`src/rtl/vga_timing_pkg.sv`:
```
// Shared constants for the VGA timing counters: count direction encoding and
// the 640x480@60 horizontal/vertical terminal and sync-window values.
package vga_timing_pkg;

  localparam logic DIR_UP   = 1'b0;
  localparam logic DIR_DOWN = 1'b1;

  localparam int H_LIMIT      = 799;
  localparam int H_SYNC_START = 656;
  localparam int H_SYNC_END   = 752;

  localparam int V_LIMIT      = 524;
  localparam int V_SYNC_START = 490;
  localparam int V_SYNC_END   = 492;

endpackage

```
`src/rtl/vga_window_cmp.sv`:
```
// Combinational window compare: in_window when value lies in [win_start, win_end),
// wrapping through zero when win_start > win_end, empty when they are equal.
module vga_window_cmp #(
  parameter int WIDTH = 10
) (
  input  logic [WIDTH-1:0] value,
  input  logic [WIDTH-1:0] win_start,
  input  logic [WIDTH-1:0] win_end,
  output logic             in_window
);

  always_comb begin
    in_window = 1'b0;
    if (win_start < win_end) begin
      in_window = (value >= win_start) && (value < win_end);
    end else if (win_start > win_end) begin
      in_window = (value >= win_start) || (value < win_end);
    end
  end

endmodule

```
`src/rtl/vga_timing_counter.sv`:
```
// Programmable up/down VGA timing counter with load, cascadeable terminal count,
// registered wrap pulse and a registered sync window aligned with Q.
module vga_timing_counter
  import vga_timing_pkg::*;
#(
  parameter int WIDTH    = 10,
  parameter bit SYNC_POL = 1'b0
) (
  input  logic             Clock,
  input  logic             Clear,
  input  logic             Count,
  input  logic             Load,
  input  logic             Dir,
  input  logic [WIDTH-1:0] D,
  input  logic [WIDTH-1:0] Limit,
  input  logic [WIDTH-1:0] SyncStart,
  input  logic [WIDTH-1:0] SyncEnd,
  output logic [WIDTH-1:0] Q,
  output logic             Tc,
  output logic             Wrap,
  output logic             Sync
);

  logic [WIDTH-1:0] q_q, q_d;
  logic             wrap_q, wrap_d;
  logic             sync_q, sync_d;
  logic             at_term;
  logic             in_window;

  // Down-counting terminates at zero; up-counting at or above Limit so a
  // loaded value past Limit still wraps back to zero on the next count.
  assign at_term = (Dir == DIR_DOWN) ? (q_q == '0) : (q_q >= Limit);

  always_comb begin
    q_d    = q_q;
    wrap_d = 1'b0;
    if (Load) begin
      q_d = D;
    end else if (Count) begin
      if (at_term) begin
        q_d    = (Dir == DIR_DOWN) ? Limit : '0;
        wrap_d = 1'b1;
      end else begin
        q_d = (Dir == DIR_DOWN) ? q_q - 1'b1 : q_q + 1'b1;
      end
    end
  end

  // Compare against the next-state value so Sync lands in the same cycle as Q.
  vga_window_cmp #(.WIDTH(WIDTH)) u_window_cmp (
    .value     (q_d),
    .win_start (SyncStart),
    .win_end   (SyncEnd),
    .in_window (in_window)
  );

  always_comb begin
    sync_d = in_window ? SYNC_POL : ~SYNC_POL;
  end

  always_ff @(posedge Clock or posedge Clear) begin
    if (Clear) begin
      q_q    <= '0;
      wrap_q <= 1'b0;
      sync_q <= ~SYNC_POL;
    end else begin
      q_q    <= q_d;
      wrap_q <= wrap_d;
      sync_q <= sync_d;
    end
  end

  assign Q    = q_q;
  assign Tc   = Count & ~Load & at_term;
  assign Wrap = wrap_q;
  assign Sync = sync_q;

endmodule
```
`config.mk`:
```
export PLATFORM = sky130hd
export DESIGN_NAME = vga_timing_counter
export DESIGN_NICKNAME = d
export VERILOG_FILES = /design/src/rtl/vga_timing_pkg.sv /design/src/rtl/vga_window_cmp.sv /design/src/rtl/vga_timing_counter.sv
export SDC_FILE = /design/constraint.sdc
export NUM_CORES = 1
export LEC_CHECK = 0
export ABC_AREA = 1
export CAP_MARGIN = 5
export CORE_ASPECT_RATIO = 0.6
export CORE_UTILIZATION = 35
export DETAILED_ROUTE_END_ITERATION = 6
export PLACE_DENSITY_LB_ADDON = 0.12
export SLEW_MARGIN = 20
export SYNTH_ARGS = -nofsm -noshare
export SYNTH_HDL_FRONTEND = slang
export SYNTH_SLANG_ARGS = --single-unit
```
`constraint.sdc`:
```
create_clock -name Clock -period 4.9 [get_ports Clock]
set_input_delay 0.49 -clock Clock [delete_from_list [all_inputs] [get_ports Clock]]
set_output_delay 0.49 -clock Clock [all_outputs]
set_load 0.02 [all_outputs]
```
# Word level (Yosys, flattened, before mapping)
# Index checks and enable logic that the tools add are counted.
[classes]
add_sub_neg = 2
order_cmp = 5
mux = 12
reduce_logical = 3
bitwise_logic = 3
[op_table]
columns = ["cell", "count"]
rows = [
  ["two-way mux 10 bit", 5],
  [">= comparator 10 bit", 2],
  ["< comparator 10 bit", 2],
  ["adder 10 x 1 -> 10 bit, second input constant", 1],
  ["> comparator 10 bit", 1],
  ["logical NOT 10 bit", 1],
  ["subtractor 10 x 1 -> 10 bit, second input constant", 1],
  ["two-way mux 1 bit", 7],
  ["AND 1 bit", 2],
  ["logical AND 1 bit", 1],
  ["logical OR 1 bit", 1],
  ["NOT 1 bit", 1],
]
[word_totals]
out_inout_bits = 13
inputBits = 45
elab_cells = 28
regBits = 12

# Logic depth before layout (Yosys ltp)
# Gate-level depths: netlist of the first run.
[depth]
depth_word = 10
mapped_depth = 31

# By module
# From an unflattened synthesis of the first run, not the netlist that was laid out.
[hier_totals]
hier_cells = 389
area_unflattened_um2 = 2317.2
[modules_own_cells]
columns = ["module", "cells_per_inst", "instances", "area_each_um2", "seq_area_each_um2"]
rows = [
  ["vga_timing_counter", 246, 1, 1482.7, 301.5],
  ["vga_window_cmp", 143, 1, 834.6, 0.0],
]

# Worst setup path after synthesis of the first run
# No wires, ideal clock.
[synth_path]
path_type = "reg2reg"
start = "reg q_q[0] (netlist: Q[0])"
end = "reg sync_q (netlist: Sync)"
required_time_ns = 4.840
setup_ns = 0.060
period_less_slack_ns = 2.990
arrival_time_ns = 2.930
path_stages_with_launch = 29
slack_ns = 1.910
path_cell_list = "dfrtp_1 -> inv_1 -> ha_1 -> nand2_1 -> nor2_1 -> nand3_1 -> nand4_1 -> nand2_1 -> nand2_2 -> buf_6 -> inv_2 -> a21oi_1 -> o21ai_0 -> ha_1 -> o21ai_0 -> a21oi_1 -> o21ai_0 -> nand2_1 -> nand2_1 -> nand2_1 -> nand2_1 -> nand2_1 -> nand2_1 -> nand2_1 -> nand2_1 -> nand2_1 -> nand2_1 -> nand2_1 -> nand2_1"
[synth_via]
elab_chain_cells = 10
[synth_lines]
columns = ["item", "line_no", "rtl"]
rows = [
  ["from (decl)", "vga_timing_counter.sv:24", "logic [WIDTH-1:0] q_q, q_d;"],
  ["from (signal assigned)", "vga_timing_counter.sv:67", "q_q <= q_d;"],
  ["adder 10 x 1 -> 10 bit (tied with other cells)", "vga_timing_counter.sv:44", "q_d = (Dir == DIR_DOWN) ? q_q - 1'b1 : q_q + 1'b1;"],
  ["two-way mux 10 bit / two-way mux 1 bit (equally long branches)", "vga_timing_counter.sv:44, vga_timing_counter.sv:32", ""],
  ["two-way mux 10 bit (*)", "vga_timing_counter.sv:40", "if (at_term) begin"],
  ["two-way mux 10 bit (*)", "vga_timing_counter.sv:39", "end else if (Count) begin"],
  ["two-way mux 10 bit (*)", "vga_timing_counter.sv:37", "if (Load) begin"],
  ["via q_d[1]", "vga_timing_counter.sv:24", ""],
  [">= comparator 10 bit / < comparator 10 bit (equally long branches)", "vga_window_cmp.sv:15, vga_window_cmp.sv:17", ""],
  ["logical OR 1 bit", "vga_window_cmp.sv:17", "in_window = (value >= win_start) || (value < win_end);"],
  ["two-way mux 1 bit", "vga_window_cmp.sv:16", "end else if (win_start > win_end) begin"],
  ["two-way mux 1 bit (*)", "vga_window_cmp.sv:14", "if (win_start < win_end) begin"],
  ["two-way mux 1 bit (*)", "vga_timing_counter.sv:58", "sync_d = in_window ? SYNC_POL : ~SYNC_POL;"],
  ["via sync_d", "vga_timing_counter.sv:26", "logic sync_q, sync_d;"],
  ["to (signal assigned)", "vga_timing_counter.sv:65", "sync_q <= ~SYNC_POL;"],
  ["to (signal assigned)", "vga_timing_counter.sv:69", "sync_q <= sync_d;"],
  ["to (decl)", "vga_timing_counter.sv:26", ""],
]
# The timed path passes the listed nets; every way through them passes the cells marked *.

# Worst setup path in the final report of the first run
[layout_path]
start = "in Dir"
end = "reg sync_q (netlist: Sync)"
[layout_via]
elab_chain_cells = 9
[layout_lines]
columns = ["item", "line_no", "rtl"]
rows = [
  ["from (decl)", "vga_timing_counter.sv:13", "input logic Dir,"],
  ["two-way mux 10 bit (tied with other cells)", "vga_timing_counter.sv:44", ""],
  ["two-way mux 10 bit (*)", "vga_timing_counter.sv:40", ""],
  ["two-way mux 10 bit (*)", "vga_timing_counter.sv:39", ""],
  ["two-way mux 10 bit (*)", "vga_timing_counter.sv:37", ""],
  ["via q_d[5]", "vga_timing_counter.sv:24", ""],
  [">= comparator 10 bit / < comparator 10 bit (equally long branches)", "vga_window_cmp.sv:15, vga_window_cmp.sv:17", ""],
  ["logical OR 1 bit", "vga_window_cmp.sv:17", ""],
  ["two-way mux 1 bit", "vga_window_cmp.sv:16", ""],
  ["two-way mux 1 bit (*)", "vga_window_cmp.sv:14", ""],
  ["two-way mux 1 bit (*)", "vga_timing_counter.sv:58", ""],
  ["via sync_d", "vga_timing_counter.sv:26", ""],
]
# Marks and branches as above.

==> summary.md, run 1 <==
| Metric | Value |
|---|---|
| CTS resizes | 0 |
| Flop pwr share | 0.227 |
| Row count | 21 |
| Worst reg2reg path startpoint | Q[9] |
| Status | finished clean |
| Num CTS Buffers | 3 |
| CP Data Arrival Time | 4.16 ns |
| Final #Nets | 460 |
| Sequential fraction of the synthesis area | 0.145 |
| Starting Density | 0.367 |
| I/O pins | 58 |
| Most frequent cells in the layout | nand2_1, inv_1, clkdlybuf4s50_1, ha_1, a21oi_1 |
| Die Y | 61.6 um |
| R2R Setup Slk | 1.42 ns |
| Sw frac | 0.441 |
| Nature of the critical path endpoint | register |
| RSZ-0062 raised after global routing | false |
| Pre-CTS WS | 0.751 ns |
| Depth of the most critical reg-to-reg path | 18 |
| Flops & latches, synth | 12 |
| Fin crit period | 3.98 ns |
| Inserted Diodes | 0 |
| Detailed Route WL | 6040 um |
| PnR Total Power | 0.601 mW |
| Layout cell share with drive strength beyond 1 | 0.0383 |
| Yosys warns | 0 |
| Met2 usage | 0.274 |
| WS Path Type | input port to register |
| CP Max Fanout | 11 |
| Switching pwr | 0.265 mW |
| Final setup vio count | 0 |
| Initial antenna violation count | 0 |
| Input/output buffers | 57 |
| Non-Filler Instances | 446 |
| Detailed Route Iter0 Violations | 129 |
| H-tree depth | 1 |
| Maximum clock rate | 0.251 GHz |
| Fin worst setup slack | 0.919 ns |
| Most common cell after layout, fill and taps aside | nand2_1 |
| Vias post-DR | 2147 |
| First-pass GRT wire length | 9640 um |
| Residual DRC count | 0 |
| Final slew viol count | 0 |
| Layout Skew | 0.000861 ns |
| Min Hold Slack | 0.559 ns |
| Hold Vio Cnt, Final | 0 |
| PwrDens | 218 nW/um2 |
| Gate Count Post-Synth | 310 |
| HPWL Detailed | 5120 um |
| Setup tns final | 0 ns |
| Hold_buf cts | 0 |
| CTS tree | done |
| Drt first pass iters | 4 |
| Crit path launch type | input port |
| Hold/Removal Path Class | input port to async pin |
| Max_slew headroom | 0.569 |
| Leak pwr | 1.43 nW |
| Clk_lat worst skew | 0.24 ns |
| Gate power share | 0.613 |
| Synth Cell Area | 2070 um2 |
| GPL Wtd Cong | 0.869 |
| Clock power frac | 0.160 |
| Global route hottest layer | met1 |
| Global Route met1 Usage | 0.344 |
| R2r endpoint | Sync |
| Max cap viols | 0 |
| Cells after DPL | 442 |
| Synth Net Count | 403 |
| Mapped Avg Cell Area | 6.69 um2 |
| Clock buffer depth | 2 |
| Worst vdd ir | 0.0788 mV |
| Worst-Margin Slew | 0.645 ns |
| Root buffer cell | clkbuf_8 |
| Critical Path RT | 5.08 ns |
| Synth-to-Final Area Change | 33.2% |
| Core outline area | 5650 um2 |
| Post-route ant nets | 0 |
| CTS clk-pin slew, worst paths | 0.05 ns |
| Die width | 101 um |
| Gr usage total | 0.207 |
| Fin crit share | 0.812 |
| Largest net degree at the start of global routing | 19 |
| Gr ovfl total | 0 |
| Vias per Instance | 4.81 |
| Vias in the first global route | 1914 |
| Cell Int Power | 0.336 mW |
| Cell variety after synth | 33 |
| Post-CTS Setup Bufs | 0 |
| Clock sink count | 12 |
| Avg WL per Cell | 13.5 um |
| Die footprint | 6250 um2 |
| Grt met3 use | 0.0386 |
cell families (layout without fill, tap and decap cells):
| kind of cell | after synthesis | after routing | share of synthesized area |
|---|---|---|---|
| AOI/OAI and AO/OA | 62 | 62 | 0.170 |
| and+or+nand+nor | 116 | 116 | 0.244 |
| DFF | 12 | 12 | 0.145 |
| buffers and inverters | 67 | 123 | 0.126 |
| adders and majority gates | 48 | 48 | 0.293 |
| xor gates and xnor gates | 5 | 5 | 0.0211 |
area by class of cell:
type | count | area (um2)
Sequential cell | 12 | 302
Timing Repair Buffer | 57 | 571
Inverter | 62 | 233
Clock buffer | 4 | 45.0
Fill cell | 599 | 2890
Multi-Input combinational cell | 231 | 1510
Tap cell | 80 | 100
critical path: stages:
cell and delay [ns]:
clkdlybuf4s50_1 0.80, ha_1 0.38, a21oi_1 0.19, o21ai_0 0.13, a21oi_1 0.23, nor2_1 0.10
nor3b_1 0.26, o22ai_1 0.12, a21oi_1 0.30, ha_1 0.31, nand2_1 0.10, nor2_1 0.05
a211oi_1 0.31, o221a_2 0.26, nand2_1 0.05, nand2_1 0.05, nand2_1 0.05
Yosys cell counts:
cell type | n | area, um2
or2_1 | 1 | 6.26
a21oi_2 | 1 | 8.76
dfrtp_1 | 11 | 275
nor3_4 | 1 | 16.3
fa_1 | 1 | 20.0
nor4_1 | 1 | 6.26
nand2_2 | 2 | 12.5
a21oi_1 | 31 | 155
o21ai_2 | 1 | 8.76
xor2_1 | 1 | 8.76
nor3_1 | 5 | 25.0
nor3b_1 | 1 | 7.51
nand2_1 | 67 | 251
dfstp_2 | 1 | 26.3
a211oi_1 | 1 | 7.51
buf_2 | 1 | 5.00
o221ai_1 | 4 | 35.0
inv_1 | 60 | 225
ha_1 | 47 | 588
clkbuf_1 | 3 | 11.3
xnor2_1 | 4 | 35.0
o211ai_1 | 3 | 22.5
or2_4 | 1 | 8.76
o22ai_1 | 1 | 6.26
o221a_2 | 1 | 11.3
nand4_1 | 5 | 31.3
buf_6 | 1 | 11.3
o21ai_0 | 18 | 90.1
nor2_1 | 19 | 71.3
nand3_2 | 1 | 10.0
nand3_1 | 12 | 60.1
o21bai_1 | 1 | 7.51
inv_2 | 2 | 7.51
flip-flops by register name, indices dropped and copies added (netlist names):
signal and cells:
Sync 1, Q 10, Wrap 1
per-stage QoR:
stage | instance area, um2 | util
final | 2760 | 0.489
after global routing | 2760 | 0.489
after global placement | 2720 | 0.481
after floorplan | 2070 | -
after CTS | 2760 | 0.489
after detailed placement | 2720 | 0.481
power by group through the flow:
stage | clock (mW) | combinational, mW | sequential (mW)
floorplan | 0 | 0.220 | 0.149
global placement | 0 | 0.363 | 0.139
detailed placement | 0 | 0.363 | 0.138
CTS | 0.0982 | 0.367 | 0.137
global route | 0.104 | 0.416 | 0.139
finish | 0.0960 | 0.368 | 0.136
metal layers:
metal,part of all wire,vias up
li1,-,1142
met1,0.59,931
met2,0.34,72
met3,0.076,2
met4,0.0023,0
met5,0,-
worst max-delay path by stage:
stage / startpoint / endpoint / slack, ns / depth (start not counted)
after floorplan: Q[0] / Sync / 1.91 / 28
after global placement: Dir / Sync / 0.77 / 17
after detailed placement: Dir / Sync / 0.75 / 17
after CTS: Dir / Sync / 1.0 / 17
after global routing: Dir / Sync / 0.58 / 17
final: Dir / Sync / 0.92 / 17
Power figures use the tool's default switching activity.
==> inputs of run 2 (changes only) <==
==> constraint.sdc (replaced) <==
create_clock -name Clock -period 3.25 [get_ports Clock]
set_input_delay 0.325 -clock Clock [delete_from_list [all_inputs] [get_ports Clock]]
set_output_delay 0.325 -clock Clock [all_outputs]
set_load 0.02 [all_outputs]
==> summary.md, run 2 (synthesized netlist as in run 1, its figures left out) <==
| Metric | Value |
|---|---|
| Status | finished clean |
| Layout Skew | 0.000989 ns (+0.000127 ns) |
| R2R Setup Slk | 0.06 ns (-1.36 ns) |
| Final setup vio count | 0 (unchanged) |
| Crit path launch type | input port |
| Row count | 21 (unchanged) |
| First-pass GRT wire length | 11000 um (+14%) |
| Placed cell areas | 3160 um2 (+16%) |
| Reg area | 305 um2 (+1.2%) |
| R2r endpoint | Sync |
| Most frequent cells in the layout | buf_4, nand2_1, inv_1, clkdlybuf4s50_1, ha_1 |
| CP startpoint | Limit[6] |
| Vias in the first global route | 2293 (+20%) |
| Die Y | 61.6 um (unchanged) |
| Critical Path RT | 3.43 ns (-1.65 ns) |
| Drt first pass iters | 4 (unchanged) |
| Die footprint | 6250 um2 (unchanged) |
| Initial antenna violation count | 0 (unchanged) |
| Nature of the critical path endpoint | register |
| Post-route ant nets | 0 (unchanged) |
| H-tree depth | 1 (unchanged) |
| Maximum clock rate | 0.313 GHz |
| Vias per Instance | 4.76 (-1.2%) |
| Die width | 101 um (unchanged) |
| Gr ovfl total | 0 (unchanged) |
| Layout Utilization | 0.637 (+0.148) |
| Vias post-DR | 2487 (+16%) |
| Gr usage total | 0.234 (+0.0267) |
| Detailed Route WL | 7250 um (+20%) |
| Final slew viol count | 0 (unchanged) |
| Crit path to | Sync |
| CTS tree | done |
| Most common cell after layout, fill and taps aside | buf_4 |
| Clock sink count | 12 (unchanged) |
| Starting Density | 0.367 (unchanged) |
| Hold Vio Cnt, Final | 0 (unchanged) |
| Inserted Diodes | 0 (unchanged) |
| Max_slew headroom | 0.664 (+0.0950) |
| Worst-Margin Slew | 0.501 ns (-0.144 ns) |
| Avg WL per Cell | 13.9 um (+2.3%) |
| Hold/Removal Path Class | input port to async pin |
| I/O pins | 58 (unchanged) |
| Num CTS Buffers | 3 (unchanged) |
| Area taken by multi-input logic gates | 1740 um2 (+15%) |
| Core outline area | 5650 um2 (unchanged) |
| Max cap viols | 0 (unchanged) |
| Detailed Route Iter0 Violations | 98 (-24%) |
| Layout cell share with drive strength beyond 1 | 0.314 (+0.276) |
| Number of fill cells in the layout | 519 (-13%) |
| Worst vdd ir | 0.166 mV (+110%) |
| Leak pwr | 1.88 nW (+31%) |
| Design area | 3600 um2 (+30%) |
| Final #Nets | 537 (+17%) |
| GPL Wtd Cong | 0.852 (-2.0%) |
| Hold_buf cts | 0 (unchanged) |
| Input/output buffers | 57 (unchanged) |
| Residual DRC count | 0 (unchanged) |
| Max reg flops | 10 (unchanged) |
| Pre-CTS WS | -0.415 ns (-1.17 ns) |
| HPWL Detailed | 5720 um (+12%) |
| Depth of the most critical reg-to-reg path | 20 (+2) |
| Fin worst setup slack | 0.0595 ns (-0.860 ns) |
| Clock buffer depth | 2 (unchanged) |
| RSZ-0062 raised after global routing | true |
| Synth-to-Final Area Change | 73.5% |
| Largest net degree at the start of global routing | 13 (-6) |
| Clk_lat worst skew | 0.24 ns (about the same) |
| Fin crit share | 0.982 |
| CP Data Arrival Time | 3.37 ns (-0.79 ns) |
| PwrDens | 327 nW/um2 (+51%) |
| Fin crit period | 3.19 ns |
| Non-Filler Instances | 523 (+17%) |
| Worst reg2reg path startpoint | Q[7] |
| Cells after DPL | 501 (+13%) |
| CTS clk-pin slew, worst paths | 0.05 ns (about the same) |
| CP Max Fanout | 3 (-8) |
| Root buffer cell | clkbuf_8 |
| WS Path Type | input port to register |
[run 2: cell types whose count changed in the layout (fill, tap and decap cells not counted), sizes merged]
cell           delta
dlymetal6s2s      +5
dlygate4sd2       +5
clkdlybuf4s50    -10
buf              +77
[run 2: through the flow]
step           hold WS, ns  TNS, ns  power [mW]
2_1_floorplan        0.189        0       0.557
3_3_place_gp         0.661   -0.377       0.890
3_5_place_dp         0.671   -0.415       0.894
4_1_cts              0.413        0        1.10
5_1_grt              0.445   -0.166        1.27
6_report             0.395        0        1.18
[run 2: per-layer routing]
| layer | GRT usage | vias up | share of wire |
|---|---|---|---|
| met3 | 0.0397 | 4 | 0.058 |
| met1 | 0.362 | 1118 | 0.53 |
| met4 | 0.0124 | 0 | 0.0028 |
| met2 | 0.352 | 68 | 0.41 |
| li1 | - | 1297 | - |
| met5 | 0 | - | 0 |
[run 2: final cells by class]
cell class | count | area share
multi-input cells | 231 | 0.485
repair buffers | 134 | 0.325
flip-flops and latches | 12 | 0.0849
inverters | 62 | 0.0647
well taps | 80 | 0.0278
clock buffers | 4 | 0.0125
[run 2: worst min-delay path by stage]
stage | start | endpoint | cells after the start
floorplan | Clear | Q[0] | 1
detailed placement | Clear | Q[7] | 2
CTS | Clear | Q[7] | 2
finish | Clear | Q[7] | 2
global route | Clear | Q[7] | 2
global placement | Clear | Q[7] | 2
[run 2: power breakdown]
part	internal, mW	total (mW)	switching [mW]
logic	0.429	0.838	0.408
clock network	0.0866	0.143	0.0567
registers	0.174	0.197	0.0227
total	0.690	1.18	0.488
[run 2: timing repair]
action,in CTS,in global routing
setup buffers,13,5
pin swaps,25,35
resized for setup,29,44
endpoints found under the setup margin,1,2
endpoints found under the hold margin,0,0
[run 2: critical path, stage by stage]
cell             delay, ns
clkdlybuf4s50_1       0.48
inv_2                 0.05
ha_4                  0.27
nand2_4               0.06
nor2_2                0.09
nand3_1               0.07
nand4_1               0.10
nand2_2               0.07
nand2_2               0.09
buf_6                 0.11
buf_6                 0.08
o221ai_2              0.07
o21ai_1               0.10
a21oi_2               0.09
buf_4                 0.15
buf_4                 0.13
ha_2                  0.16
a21oi_2               0.14
nor2_2                0.06
a211oi_2              0.19
buf_4                 0.16
o221a_2               0.17
nand2_1               0.05
nand2_1               0.05
nand2_1               0.05
